**src/rtl/multicycle_control.sv**
```systemverilog
// multicycle_control: main control FSM of the multi-cycle CPU datapath.
// It steps each instruction through fetch, decode, execute, memory and
// write-back states and drives every datapath enable and mux select.
// The 2-bit ALUOp tells the ALU control decoder what to do:
// 00 = add, 01 = subtract/compare, 10 = decode the funct field.
//
// Optional feature: define MC_ADDI_EN to decode addi (opcode 001000)
// through ADDI_EXEC/ADDI_WB. When it is undefined, 001000 is illegal.
//
// Memory handshake: mem_ready is a ready-only handshake. The FSM holds a
// request (MemRead or MemWrite, with IorD) steady in FETCH, MEMREAD or
// MEMWRITE. The access completes in the cycle mem_ready is 1, and the FSM
// advances on that clock edge. It never withdraws a request before then.
module multicycle_control (
  input  logic       clk,
  input  logic       reset,
  input  logic [5:0] opcode,
  input  logic       mem_ready,
  output logic       PCWrite,
  output logic       PCWriteCond,
  output logic       IorD,
  output logic       MemRead,
  output logic       MemWrite,
  output logic       MemtoReg,
  output logic       IRWrite,
  output logic       RegWrite,
  output logic       RegDst,
  output logic       ALUSrcA,
  output logic [1:0] ALUSrcB,
  output logic [1:0] ALUOp,
  output logic [1:0] PCSource,
  output logic       instr_done,
  output logic       illegal_op,
  output logic [3:0] state
);

  typedef enum logic [3:0] {
    FETCH     = 4'd0,
    DECODE    = 4'd1,
    MEMADDR   = 4'd2,
    MEMREAD   = 4'd3,
    MEMWB     = 4'd4,
    MEMWRITE  = 4'd5,
    EXEC      = 4'd6,
    RTYPE_WB  = 4'd7,
    BRANCH    = 4'd8,
    JUMP      = 4'd9,
    ADDI_EXEC = 4'd10,
    ADDI_WB   = 4'd11
  } state_t;

  localparam logic [5:0] OP_RTYPE = 6'b000000;
  localparam logic [5:0] OP_LW    = 6'b100011;
  localparam logic [5:0] OP_SW    = 6'b101011;
  localparam logic [5:0] OP_BEQ   = 6'b000100;
  localparam logic [5:0] OP_J     = 6'b000010;
  localparam logic [5:0] OP_ADDI  = 6'b001000;

  state_t cur_state;
  state_t nxt_state;
  logic   is_load;
  logic   decode_ok;

  assign state = cur_state;

  // State register. Asynchronous reset aborts any instruction in flight.
  always_ff @(posedge clk or posedge reset) begin
    if (reset) cur_state <= FETCH;
    else       cur_state <= nxt_state;
  end

  // Record load vs store in DECODE. The opcode is not looked at again,
  // so changes on opcode after DECODE cannot steer MEMADDR.
  always_ff @(posedge clk or posedge reset) begin
    if (reset)                    is_load <= 1'b0;
    else if (cur_state == DECODE) is_load <= (opcode == OP_LW);
  end

  // Recognise the opcodes this FSM decodes.
  always_comb begin
    decode_ok = 1'b0;
    case (opcode)
      OP_RTYPE, OP_LW, OP_SW, OP_BEQ, OP_J: decode_ok = 1'b1;
`ifdef MC_ADDI_EN
      OP_ADDI:                              decode_ok = 1'b1;
`endif
      default:                              decode_ok = 1'b0;
    endcase
  end

  // Next-state logic. Memory states wait for mem_ready.
  // Unused encodings return to FETCH.
  always_comb begin
    nxt_state = FETCH;
    case (cur_state)
      FETCH:    nxt_state = mem_ready ? DECODE : FETCH;
      DECODE: begin
        case (opcode)
          OP_RTYPE:     nxt_state = EXEC;
          OP_LW, OP_SW: nxt_state = MEMADDR;
          OP_BEQ:       nxt_state = BRANCH;
          OP_J:         nxt_state = JUMP;
`ifdef MC_ADDI_EN
          OP_ADDI:      nxt_state = ADDI_EXEC;
`endif
          default:      nxt_state = FETCH;
        endcase
      end
      MEMADDR:   nxt_state = is_load ? MEMREAD : MEMWRITE;
      MEMREAD:   nxt_state = mem_ready ? MEMWB : MEMREAD;
      MEMWB:     nxt_state = FETCH;
      MEMWRITE:  nxt_state = mem_ready ? FETCH : MEMWRITE;
      EXEC:      nxt_state = RTYPE_WB;
      RTYPE_WB:  nxt_state = FETCH;
      BRANCH:    nxt_state = FETCH;
      JUMP:      nxt_state = FETCH;
`ifdef MC_ADDI_EN
      ADDI_EXEC: nxt_state = ADDI_WB;
      ADDI_WB:   nxt_state = FETCH;
`endif
      default:   nxt_state = FETCH;
    endcase
  end

  // Output decode from the current state. While reset is high, every
  // enable is held at 0 and the mux selects show their FETCH values.
  always_comb begin
    PCWrite     = 1'b0;
    PCWriteCond = 1'b0;
    IorD        = 1'b0;
    MemRead     = 1'b0;
    MemWrite    = 1'b0;
    MemtoReg    = 1'b0;
    IRWrite     = 1'b0;
    RegWrite    = 1'b0;
    RegDst      = 1'b0;
    ALUSrcA     = 1'b0;
    ALUSrcB     = 2'b00;
    ALUOp       = 2'b00;
    PCSource    = 2'b00;
    instr_done  = 1'b0;
    illegal_op  = 1'b0;
    if (reset) begin
      ALUSrcB = 2'b01;
    end else begin
      case (cur_state)
        FETCH: begin
          MemRead = 1'b1;
          ALUSrcB = 2'b01;
          IRWrite = mem_ready;
          PCWrite = mem_ready;
        end
        DECODE: begin
          ALUSrcB    = 2'b11;
          illegal_op = ~decode_ok;
        end
        MEMADDR: begin
          ALUSrcA = 1'b1;
          ALUSrcB = 2'b10;
        end
        MEMREAD: begin
          MemRead = 1'b1;
          IorD    = 1'b1;
        end
        MEMWB: begin
          MemtoReg   = 1'b1;
          RegWrite   = 1'b1;
          instr_done = 1'b1;
        end
        MEMWRITE: begin
          IorD       = 1'b1;
          MemWrite   = 1'b1;
          instr_done = mem_ready;
        end
        EXEC: begin
          ALUSrcA = 1'b1;
          ALUOp   = 2'b10;
        end
        RTYPE_WB: begin
          RegDst     = 1'b1;
          RegWrite   = 1'b1;
          instr_done = 1'b1;
        end
        BRANCH: begin
          ALUSrcA     = 1'b1;
          ALUOp       = 2'b01;
          PCWriteCond = 1'b1;
          PCSource    = 2'b01;
          instr_done  = 1'b1;
        end
        JUMP: begin
          PCWrite    = 1'b1;
          PCSource   = 2'b10;
          instr_done = 1'b1;
        end
`ifdef MC_ADDI_EN
        ADDI_EXEC: begin
          ALUSrcA = 1'b1;
          ALUSrcB = 2'b10;
        end
        ADDI_WB: begin
          RegWrite   = 1'b1;
          instr_done = 1'b1;
        end
`endif
        default: begin
          ALUSrcB = 2'b00;
        end
      endcase
    end
  end

endmodule
```
**config.mk**
```make
export PLATFORM = sky130hd
export DESIGN_NAME = multicycle_control
export DESIGN_NICKNAME = d
export VERILOG_FILES = /design/src/rtl/multicycle_control.sv
export SDC_FILE = /design/constraint.sdc
export NUM_CORES = 1
export LEC_CHECK = 0
export ABC_CLOCK_PERIOD_IN_PS = 2170
export BUFFER_PORTS_ARGS = -buffer_cell sky130_fd_sc_hd__buf_4
export CAP_MARGIN = 15
export CORE_MARGIN = 2
export CORE_UTILIZATION = 35
export DETAILED_ROUTE_END_ITERATION = 10
export PLACE_DENSITY = 0.77
export REMOVE_ABC_BUFFERS = 1
export SLEW_MARGIN = 0
export SYNTH_ARGS = -nofsm -noshare
export SYNTH_HDL_FRONTEND = slang
export SYNTH_SLANG_ARGS = --single-unit
export TNS_END_PERCENT = 30
```
**constraint.sdc**
```tcl
create_clock -name clk -period 2.17 [get_ports clk]
set_input_delay 0.651 -clock clk [delete_from_list [all_inputs] [get_ports clk]]
set_output_delay 0.651 -clock clk [all_outputs]
set_load 0.05 [all_outputs]
```
==> Implementation_results.wiki, run 1 <==
{| class="wikitable"
! Metric !! Value
|-
| Clock Sinks || 5
|-
| Cell area after placement || 871 um2
|-
| Final GP Congestion || 0.863
|-
| Internal power || 258 uW
|-
| NetSw || 176 uW
|-
| Clock latency at the later pin of the worst-skew pair || 240 ps
|-
| Share of power burned in combinational logic || 0.513
|-
| Static Leak || 0.478 nW
|-
| Antenna violations before repair || 0
|-
| Transition time at the pin with the least slew margin || 273 ps
|-
| First-pass DRT Iterations || 4
|-
| Average cell area after synthesis || 7.49 um2
|-
| Total routed wirelength || 1860 um
|-
| Fin Hold WS || 540 ps
|-
| Synth top area share || 0.232
|-
| Area of the core region || 1470 um2
|-
| Net Sw Frac || 0.406
|-
| Total half-perimeter wirelength after legalization and detailed placement || 1330 um
|-
| Die width || 43.3 um
|-
| Data arrival time at the worst-slack endpoint || 1720 ps
|-
| Critical path startpoint category || input port
|-
| Final Max Tran Viols || 0
|-
| Number of enable-type register cells in the synthesized netlist || 0
|-
| Final sum of negative setup slack || -257 ps
|-
| Count of cell types in the netlist || 32
|-
| Power density over the cells || 426 nW/um2
|-
| Time the final worst path needs with I/O delays and setup || 2370 ps
|-
| Pre-CTS WS || -280 ps
|-
| Number of DRC markers after the initial detailed-route iteration || 9
|-
| Maximum capacitance violations || 0
|-
| Post-detailed-route wirelength per cell || 13.9 um
|-
| Final total power || 434 uW
|-
| Least setup slack across all paths after layout || -204 ps
|-
| Worst setup path class || input port to output pin
|-
| Setup-failing EPs final || 4
|-
| Pin count of the biggest net entering global routing || 16
|-
| Port Buf Inserts || 30
|-
| Total number of nets in the final design || 128
|-
| Syn. warnings || 0
|-
| Total number of vias || 729
|-
| Commonest cells in the netlist || sky130_fd_sc_hd__nor2_1, sky130_fd_sc_hd__nor3_1, sky130_fd_sc_hd__a21oi_1, sky130_fd_sc_hd__dfrtp_1, sky130_fd_sc_hd__nand2_1
|-
| Initial standard-cell utilization of the core || 0.366
|-
| Area leader, netlist || sky130_fd_sc_hd__dfrtp_1
|-
| Clock transition at the register clock pins on the worst setup and hold paths after CTS || 40 ps
|-
| Via count normalized by instance count || 5.44
|-
| Maximum ir drop on the vdd rail || 0.494 mV
|-
| Fraction of layout cells with a size suffix above 1 || 0.593
|-
| Area of all placed cells without fillers || 1020 um2
|-
| Number of rows created at floorplan || 14
|-
| Hold Path Class || register to register
|-
| Max_slew headroom || 0.816
|-
| Fraction of synthesis flops using an asynchronous set or reset pin || 1.00
|-
| Required time at the endpoint of the critical path || 1520 ps
|-
| Final antenna-violating net count || 0
|-
| Vias in the first global route || 684
|-
| Clock Tree Buf Depth || 2
|-
| Post-route DRC || 0
|-
| Ports placed on the boundary || 31
|-
| Max frequency || 0.421 GHz
|-
| Synthesized instance count || 72
|-
| Worst setup EP type || output pin
|-
| Maximum clock skew at final layout || 3.73 ps
|-
| Post-synthesis to final-layout area growth || 89.1%
|-
| GRT Resource Usage Total || 0.204
|-
| H-tree depth || 1
|-
| Top cells by area, synth || sky130_fd_sc_hd__dfrtp_1, sky130_fd_sc_hd__nor3_1, sky130_fd_sc_hd__nor2_1
|-
| Wire length of the first global-routing pass || 2970 um
|-
| Count of antenna diodes in the layout || 0
|-
| CTS tree || built
|-
| Number of buffers created by CTS || 3
|-
| Critical-path maximum fanout || 3
|-
| Post-synth design cell area || 539 um2
|-
| Synth Flop Type || sky130_fd_sc_hd__dfrtp_1
|-
| Die Y-Extent || 43.3 um
|-
| Total count of hold-check failures in the final report || 0
|-
| Share of power burned in registers || 0.239
|-
| Proportion of power drawn by the clock network || 0.248
|-
| CTS Root Cell || sky130_fd_sc_hd__clkbuf_4
|-
| Run status || complete, but fails checks
|-
| Violated checks || negative setup slack
|-
| Filler cell count in the final layout || 127
|-
| Total congestion overflow after global routing || 0
|-
| Count of state elements after synthesis || 5
|-
| Part of the Yosys area used for sequential elements || 0.232
|-
| Count of hold buffers inserted by post-cts repair || 0
|-
| Setup repair after global routing missed its margin || yes
|-
| Share of the clock period used by the worst path after layout || 1.09
|-
| Area of the die || 1870 um2
|}
==> area by class of cell <==
type	count	area [um2]	area share
Sequential cell	5	126	0.124
Inverter	2	10.0	0.00982
Clock buffer	4	26.3	0.0258
Timing Repair Buffer	49	413	0.405
Multi-Input combinational cell	58	424	0.416
Tap cell	16	20.0	0.0196
==> power by group through the flow <==
stage	sequential [mW]	clock, mW	combinational, mW
after global routing	0.104	0.121	0.235
after CTS	0.104	0.112	0.217
final	0.104	0.108	0.223
after global placement	0.104	0	0.197
after detailed placement	0.104	0	0.200
after floorplan	0.128	0	0.0965
==> cells in the final DEF (no fill, tap or decap), drive strengths merged <==
master	netlist	layout
nor3	8	8
or3	4	4
o21a	2	2
clkbuf	4	4
a21o	1	1
buf	3	49
xnor2	1	1
nand2b	4	4
nor2b	1	1
nor2	8	8
inv	2	2
nand3	1	1
o211a	1	1
xor2	1	1
and3	1	1
nor4b	1	1
nand4b	1	1
a211oi	1	1
nor4	4	4
o22ai	1	1
dfrtp	5	5
a21oi	5	5
o31ai	2	2
nor3b	2	2
nand2	5	5
o32ai	1	1
o22a	1	1
nand3b	1	1
==> critical path, stage by stage <==
cell and delay, ps:
sky130_fd_sc_hd__buf_6 90, sky130_fd_sc_hd__or3_4 390, sky130_fd_sc_hd__o21a_1 210, sky130_fd_sc_hd__nor3_2 120
sky130_fd_sc_hd__nor4_1 60, sky130_fd_sc_hd__buf_4 200
==> metrics by stage <==
step,instances,utilization
final,134,0.693
after global routing,134,0.693
after CTS,132,0.665
after detailed placement,127,0.592
after global placement,127,0.592
after floorplan,65,-
==> routing by layer <==
metal	part of all wire	wire, um	global-route usage	up-vias
li1	-	-	-	354
met1	0.39	723	0.235	348
met2	0.56	1050	0.367	23
met3	0.038	71	0.0553	4
met4	0.010	19	0.0485	0
met5	0	0	0	-
==> cells by family (layout without fill, tap and decap cells) <==
kind of cell	count (synthesis)	in the layout	synth area share
XOR/XNOR	2	2	0.0325
flip-flops	5	5	0.232
AND/OR/NAND/NOR	41	41	0.443
buffers and inverters	9	55	0.0765
AO/OA/AOI/OAI	15	15	0.216
==> state kept, by name (all words and copies together), names as in the netlist <==
register / cells
is_load: 1
state: 4
==> path summary, 6_finish.rpt <==
check                               start    endpoint  slack [ps]  depth (start not counted)
worst max-delay path            opcode[0]  illegal_op        -200                          6
worst min-delay path              is_load     is_load         540                          2
worst max register to register   state[1]    state[2]         560                          4
worst min register to register    is_load     is_load         540                          2
max in group asynchronous           reset    state[3]        1480                          4
min in group asynchronous           reset    state[0]         570                          4
==> timing repair <==
item / CTS / global route
pin swaps: 3 / 2
buffers inserted: 1 / 2
endpoints found under the setup margin: 10 / 13
gates resized for setup: 20 / 7
(Power assumes the default switching activity.)
==> inputs of run 2 (changes only) <==
Settings changed: CORE_UTILIZATION 35 to 30, PLACE_DENSITY 0.77 to 0.69.
==> run 2 against run 1 <==
The run still ends with negative setup slack left. Wire length is 0.54% lower. Critical path type unchanged. Via count grew 1.8%. Maximum frequency increased by 1.8%. Largest cell class unchanged. Non-clock buffer count up 1. Final area is 2.5% higher. Clock skew increased by 5.1 ps.
==> Implementation_results.wiki, run 2 (same netlist as run 1, synthesis figures left out) <==
{| class="wikitable"
! Metric !! Value
|-
| Delay contributed by the slowest stage of the critical path || 390 ps (about the same)
|-
| Highest-utilization routing layer at the global route stage || met2 (unchanged)
|-
| Count of hold buffers inserted by post-cts repair || 0 (unchanged)
|-
| Placed Cells || 137 (was 127)
|-
| Time the final worst path needs with I/O delays and setup || 2330 ps (was 2370 ps)
|-
| Share of power burned in registers || 0.225 (was 0.239)
|-
| Worst setup EP type || output pin (unchanged)
|-
| Initial standard-cell utilization of the core || 0.316 (was 0.366)
|-
| Static Leak || 0.491 nW (was 0.478 nW)
|-
| Vias in the first global route || 647 (was 684)
|-
| Slowest stage cell, crit path || sky130_fd_sc_hd__or3_4 (unchanged)
|-
| Fraction of layout cells with a size suffix above 1 || 0.613 (was 0.593)
|-
| Total count of hold-check failures in the final report || 0 (unchanged)
|-
| Number of rows created at floorplan || 15 (was 14)
|-
| Maximum capacitance violations || 0 (unchanged)
|-
| Net Sw Frac || 0.413 (was 0.406)
|-
| Maximum ir drop on the vdd rail || 0.287 mV (was 0.494 mV)
|-
| Hold Path Class || input port to asynchronous set/reset pin (was register to register)
|-
| Post-route DRC || 0 (unchanged)
|-
| Die Y-Extent || 46.4 um (was 43.3 um)
|-
| Met1 layer usage reported by global route || 0.201 (was 0.235)
|-
| Violated checks || negative setup slack (unchanged)
|-
| Post-synthesis to final-layout area growth || 93.7% (was 89.1%)
|-
| Worst setup path class || input port to output pin (unchanged)
|-
| Maximum clock skew at final layout || 8.80 ps (was 3.73 ps)
|-
| Number of buffers created by CTS || 3 (unchanged)
|-
| Total routed wirelength || 1850 um (was 1860 um)
|-
| Number of DRC markers after the initial detailed-route iteration || 18 (was 9)
|-
| Transition time at the pin with the least slew margin || 313 ps (was 273 ps)
|-
| Post-route non-filler standard cell count || 144 (was 134)
|-
| Clock latency at the later pin of the worst-skew pair || 250 ps (was 240 ps)
|-
| Commonest non-fill, non-tap cell in the layout || sky130_fd_sc_hd__buf_4 (unchanged)
|-
| NetSw || 189 uW (was 176 uW)
|-
| Pin count of the biggest net entering global routing || 16 (unchanged)
|-
| Internal power || 269 uW (was 258 uW)
|-
| GR Util met2 || 0.311 (was 0.367)
|-
| Die width || 46.4 um (was 43.3 um)
|-
| Share of the clock period used by the worst path after layout || 1.08 (was 1.09)
|-
| Setup-failing EPs final || 1 (was 4)
|-
| Max frequency || 0.429 GHz (was 0.421 GHz)
|-
| Critical-path maximum fanout || 3 (unchanged)
|-
| Post-detailed-route wirelength per cell || 12.9 um (was 13.9 um)
|-
| Count of antenna diodes in the layout || 0 (unchanged)
|-
| Critical path startpoint category || input port (unchanged)
|-
| Largest register FFs || 4 (unchanged)
|-
| CTS Root Cell || sky130_fd_sc_hd__clkbuf_4 (unchanged)
|-
| Final sum of negative setup slack || -163 ps (was -257 ps)
|-
| Ports placed on the boundary || 31 (unchanged)
|-
| Share of power burned in combinational logic || 0.530 (was 0.513)
|-
| Power density over the cells || 439 nW/um2 (was 426 nW/um2)
|-
| Total number of vias || 742 (was 729)
|-
| Total congestion overflow after global routing || 0 (unchanged)
|-
| Area of the core region || 1710 um2 (was 1470 um2)
|-
| Via count normalized by instance count || 5.15 (was 5.44)
|-
| Final antenna-violating net count || 0 (unchanged)
|-
| Required time at the endpoint of the critical path || 1520 ps (about the same)
|-
| Most frequent cells in the layout || sky130_fd_sc_hd__buf_4, sky130_fd_sc_hd__buf_6, sky130_fd_sc_hd__nor2_1, sky130_fd_sc_hd__nor3_1, sky130_fd_sc_hd__dfrtp_1 (was sky130_fd_sc_hd__buf_4, sky130_fd_sc_hd__buf_6, sky130_fd_sc_hd__nor2_1, sky130_fd_sc_hd__nor3_1)
|-
| Setup repair after global routing missed its margin || yes (unchanged)
|-
| Port Buf Inserts || 30 (unchanged)
|-
| Fin Hold WS || 538 ps (was 540 ps)
|-
| Proportion of power drawn by the clock network || 0.245 (was 0.248)
|-
| GRT Resource Usage Total || 0.184 (was 0.204)
|-
| Clock Sinks || 5 (unchanged)
|-
| Met3 track demand over resource || 0.0235 (was 0.0553)
|-
| Run status || complete, but fails checks (unchanged)
|-
| Final GP Congestion || 0.773 (was 0.863)
|-
| Total half-perimeter wirelength after legalization and detailed placement || 1310 um (was 1330 um)
|-
| H-tree depth || 1 (unchanged)
|-
| Clock transition at the register clock pins on the worst setup and hold paths after CTS || 50 ps (was 40 ps)
|-
| Total number of nets in the final design || 129 (was 128)
|-
| Cells along the critical path || buf_6 > or3_4 > o21a_1 > nor3_2 > nor4_1 > buf_4 (unchanged)
|-
| Wire length of the first global-routing pass || 2760 um (was 2970 um)
|-
| CTS tree || built (unchanged)
|-
| Final total power || 458 uW (was 434 uW)
|-
| Max_slew headroom || 0.790 (was 0.816)
|-
| Antenna violations before repair || 0 (unchanged)
|-
| Area of the die || 2150 um2 (was 1870 um2)
|-
| First-pass DRT Iterations || 4 (unchanged)
|-
| Utilization of the core after routing || 0.612 (was 0.693)
|-
| Data arrival time at the worst-slack endpoint || 1680 ps (was 1720 ps)
|-
| Clock Tree Buf Depth || 2 (unchanged)
|-
| Least setup slack across all paths after layout || -163 ps (was -204 ps)
|-
| Final Max Tran Viols || 0 (unchanged)
|}
==> run 2: metrics by stage <==
stage               setup WS [ps]  instance area, um2
floorplan                   -3670                 505
global placement             -211                 890
detailed placement           -260                 890
CTS                          -203                 985
global route                 -217                1040
finish                       -163                1040
==> run 2: timing repair <==
item	in CTS	in global routing
endpoints found under the setup margin	10	15
pin swaps	1	0
buffers inserted	3	0
resized for setup	12	13
==> run 2: final cells by class <==
type,count,area [um2]
clock inverter,1,5.00
inverter,2,7.51
multi-input combinational,58,444
timing repair buffer,50,409
fill,143,663
clock buffer,3,22.5
sequential,5,125
tap,25,31.3
==> run 2: final timing paths <==
check | slack [ps] | start | to | cells past startpoint
max | -160 | opcode[0] | illegal_op | 6
min | 540 | reset | state[1] | 4
max reg2reg | 570 | state[1] | state[2] | 4
min reg2reg | 540 | is_load | is_load | 2
max in group asynchronous | 1510 | reset | state[2] | 4
min in group clk | 540 | is_load | is_load | 2
==> run 2: worst max-delay path: cells and delay by family <==
kind / cells / cell delay (ps)
simple gates: 3 / 550
buf+inv: 2 / 280
compound gates: 1 / 200
==> run 2: per-layer routing <==
metal  up-vias  wire [um]
li1        359          -
met1       351        697
met2        26       1020
met3         6         90
met4         0         46
met5         -          0
==> run 2: power groups by stage <==
stage          sequential (mW)  combinational, mW  clock (mW)
6_report                 0.103              0.243       0.112
5_1_grt                  0.104              0.257       0.123
4_1_cts                  0.103              0.228       0.115
3_5_place_dp             0.104              0.204           0
3_3_place_gp             0.104              0.202           0
2_1_floorplan            0.128             0.0965           0
==> inputs of run 3 (changes only) <==
Settings changed: ABC_CLOCK_PERIOD_IN_PS 2170 to 2400, CTS_BUF_LIST set to sky130_fd_sc_hd__clkbuf_4.
Clock period 2.17 ns to 2.4 ns, I/O delays scaled along.
==> run 3 against run 2 <==
The flow still finishes with violations (negative setup slack). Sequential cell count is the same. Final area shrank 12%. Worst hold slack lost 8.9 ps. Non-clock buffer count shrank 9. Power shrank 15%. Register-to-register slack gained 200 ps. Clock skew shrank 2.9 ps. Sequential share of layout area grew 1.7 points. Clock-buffer cell count grew 1. Combinational power shrank 24%. Via count shrank 6.5%. Critical path type unchanged.
==> Implementation_results.wiki, run 3 (same netlist as run 1, synthesis figures left out) <==
{| class="wikitable"
! Metric !! Value
|-
| Run status || complete, but fails checks (unchanged)
|-
| Violated checks || negative setup slack (unchanged)
|-
| Transition time at the pin with the least slew margin || 303 ps (was 313 ps)
|-
| CTS Root Cell || sky130_fd_sc_hd__clkbuf_4 (unchanged)
|-
| Setup repair after global routing missed its margin || yes (unchanged)
|-
| Required time at the endpoint of the critical path || 1680 ps (was 1520 ps)
|-
| Share of the clock period used by the worst path after layout || 1.05
|-
| Final GP Congestion || 0.831 (was 0.773)
|-
| Final Max Tran Viols || 0 (unchanged)
|-
| Utilization of the core after routing || 0.540 (was 0.612)
|-
| Clock latency at the later pin of the worst-skew pair || 240 ps (was 250 ps)
|-
| Post-route DRC || 0 (unchanged)
|-
| Vias in the first global route || 610 (was 647)
|-
| Antenna violations before repair || 0 (unchanged)
|-
| Data arrival time at the worst-slack endpoint || 1800 ps (was 1680 ps)
|-
| CTS tree || built (unchanged)
|-
| Placed Cells || 131 (was 137)
|-
| Die Y-Extent || 46.4 um (unchanged)
|-
| Via count normalized by instance count || 5.14 (was 5.15)
|-
| Number of rows created at floorplan || 15 (unchanged)
|-
| Hold Path Class || register to register (was input port to asynchronous set/reset pin)
|-
| Max_slew headroom || 0.796 (was 0.790)
|-
| Setup-failing EPs final || 1 (unchanged)
|-
| Number of setup buffers added after CTS || 0 (was 3)
|-
| Clock Sinks || 5 (unchanged)
|-
| Die width || 46.4 um (unchanged)
|-
| Fin Hold WS || 529 ps (was 538 ps)
|-
| Clock transition at the register clock pins on the worst setup and hold paths after CTS || 40 ps (was 50 ps)
|-
| Cells along the critical path || buf_6 > or3_4 > o21a_1 > nor3_2 > nor4_2 > buf_4 (was buf_6 > or3_4 > o21a_1 > nor3_2 > nor4_1 > buf_4)
|-
| Total count of hold-check failures in the final report || 0 (unchanged)
|-
| Critical path startpoint category || input port (unchanged)
|-
| Fraction of layout cells with a size suffix above 1 || 0.527 (was 0.613)
|-
| Worst setup path class || input port to output pin (unchanged)
|-
| Pin count of the biggest net entering global routing || 16 (unchanged)
|-
| H-tree depth || 1 (unchanged)
|-
| Delay contributed by the slowest stage of the critical path || 390 ps (about the same)
|-
| Area of all placed cells without fillers || 922 um2 (was 1040 um2)
|-
| Critical path's top delay family || simple AND/OR/NAND/NOR gates (unchanged)
|-
| Power density over the cells || 421 nW/um2 (was 439 nW/um2)
|-
| Count of hold buffers inserted by post-cts repair || 0 (unchanged)
|-
| Cell area after placement || 845 um2 (was 890 um2)
|-
| Final sum of negative setup slack || -120 ps (was -163 ps)
|-
| Ports placed on the boundary || 31 (unchanged)
|-
| Wire length of the first global-routing pass || 2720 um (was 2760 um)
|-
| Total number of vias || 694 (was 742)
|-
| Total routed wirelength || 1750 um (was 1850 um)
|-
| Maximum capacitance violations || 0 (unchanged)
|-
| Final total power || 389 uW (was 458 uW)
|-
| Final antenna-violating net count || 0 (unchanged)
|-
| Time the final worst path needs with I/O delays and setup || 2520 ps
|-
| Total number of nets in the final design || 120 (was 129)
|-
| Port Buf Inserts || 30 (unchanged)
|-
| Total half-perimeter wirelength after legalization and detailed placement || 1220 um (was 1310 um)
|-
| Largest register FFs || 4 (unchanged)
|-
| Clock Tree Buf Depth || 2 (unchanged)
|-
| Post-detailed-route wirelength per cell || 12.9 um (about the same)
|-
| Area of the core region || 1710 um2 (unchanged)
|-
| Most frequent cells in the layout || sky130_fd_sc_hd__buf_4, sky130_fd_sc_hd__nor2_1, sky130_fd_sc_hd__nand2_1, sky130_fd_sc_hd__a21oi_1, sky130_fd_sc_hd__nor3_1 (was sky130_fd_sc_hd__buf_4, sky130_fd_sc_hd__buf_6, sky130_fd_sc_hd__nor2_1, sky130_fd_sc_hd__nor3_1, sky130_fd_sc_hd__dfrtp_1)
|-
| Initial standard-cell utilization of the core || 0.316 (unchanged)
|-
| Max frequency || 0.397 GHz
|-
| Least setup slack across all paths after layout || -120 ps (was -163 ps)
|-
| Total congestion overflow after global routing || 0 (unchanged)
|-
| Slowest stage cell, crit path || sky130_fd_sc_hd__or3_4 (unchanged)
|-
| Number of DRC markers after the initial detailed-route iteration || 12 (was 18)
|-
| First-pass DRT Iterations || 4 (unchanged)
|-
| Pre-CTS WS || -142 ps (was -260 ps)
|-
| GRT Resource Usage Total || 0.180 (was 0.184)
|-
| Worst setup EP type || output pin (unchanged)
|-
| Area of the die || 2150 um2 (unchanged)
|-
| Count of buffer and inverter cells on the critical path || 2 (unchanged)
|-
| Number of buffers created by CTS || 3 (unchanged)
|-
| Post-synthesis to final-layout area growth || 71.0% (was 93.7%)
|-
| Static Leak || 0.428 nW (was 0.491 nW)
|-
| Count of antenna diodes in the layout || 0 (unchanged)
|-
| Maximum ir drop on the vdd rail || 0.275 mV (was 0.287 mV)
|-
| Maximum clock skew at final layout || 5.94 ps (was 8.80 ps)
|-
| Commonest non-fill, non-tap cell in the layout || sky130_fd_sc_hd__buf_4 (unchanged)
|-
| Post-route non-filler standard cell count || 135 (was 144)
|-
| Critical-path maximum fanout || 3 (unchanged)
|}
-- run 3: final timing paths --
check	from	endpoint	slack, ps	cells after the start
max	opcode[0]	illegal_op	-120	6
min reg2reg	is_load	is_load	530	2
min	is_load	is_load	530	2
max in group asynchronous	reset	state[2]	1630	4
min in group asynchronous	reset	state[0]	650	4
max reg2reg	state[1]	state[2]	770	4
-- run 3: power by group --
group	switching (mW)	internal [mW]	total, mW
Combinational	0.115	0.0697	0.185
Clock	0.0355	0.0742	0.110
Sequential	0.00500	0.0888	0.0938
-- run 3: per-layer routing --
metal  global-route usage  up-vias  wire (um)
met2                0.300       16        920
met4                0.103        0         19
met5                    0        -          0
met3               0.0235        2         48
met1                0.218      337        760
li1                     -      339          -
-- run 3: layout make-up --
type | instances | area, um2
clock buffers | 4 | 30.0
fillers | 161 | 786
inverters | 2 | 7.51
multi-input cells | 58 | 412
flip-flops and latches | 5 | 126
well taps | 25 | 31.3
repair buffers | 41 | 315
-- run 3: worst min-delay path: cells and delay by family, from the launching register on --
| family | cells | cell delay (ps) |
|---|---|---|
| AO/OA/AOI/OAI | 1 | 50 |
| flip-flops | 1 | 370 |
| AND/OR/NAND/NOR | 1 | 70 |
-- run 3: timing repair --
action | CTS | global route
endpoints found under the setup margin | 5 | 4
pin swaps | 0 | 1
resized for setup | 5 | 5
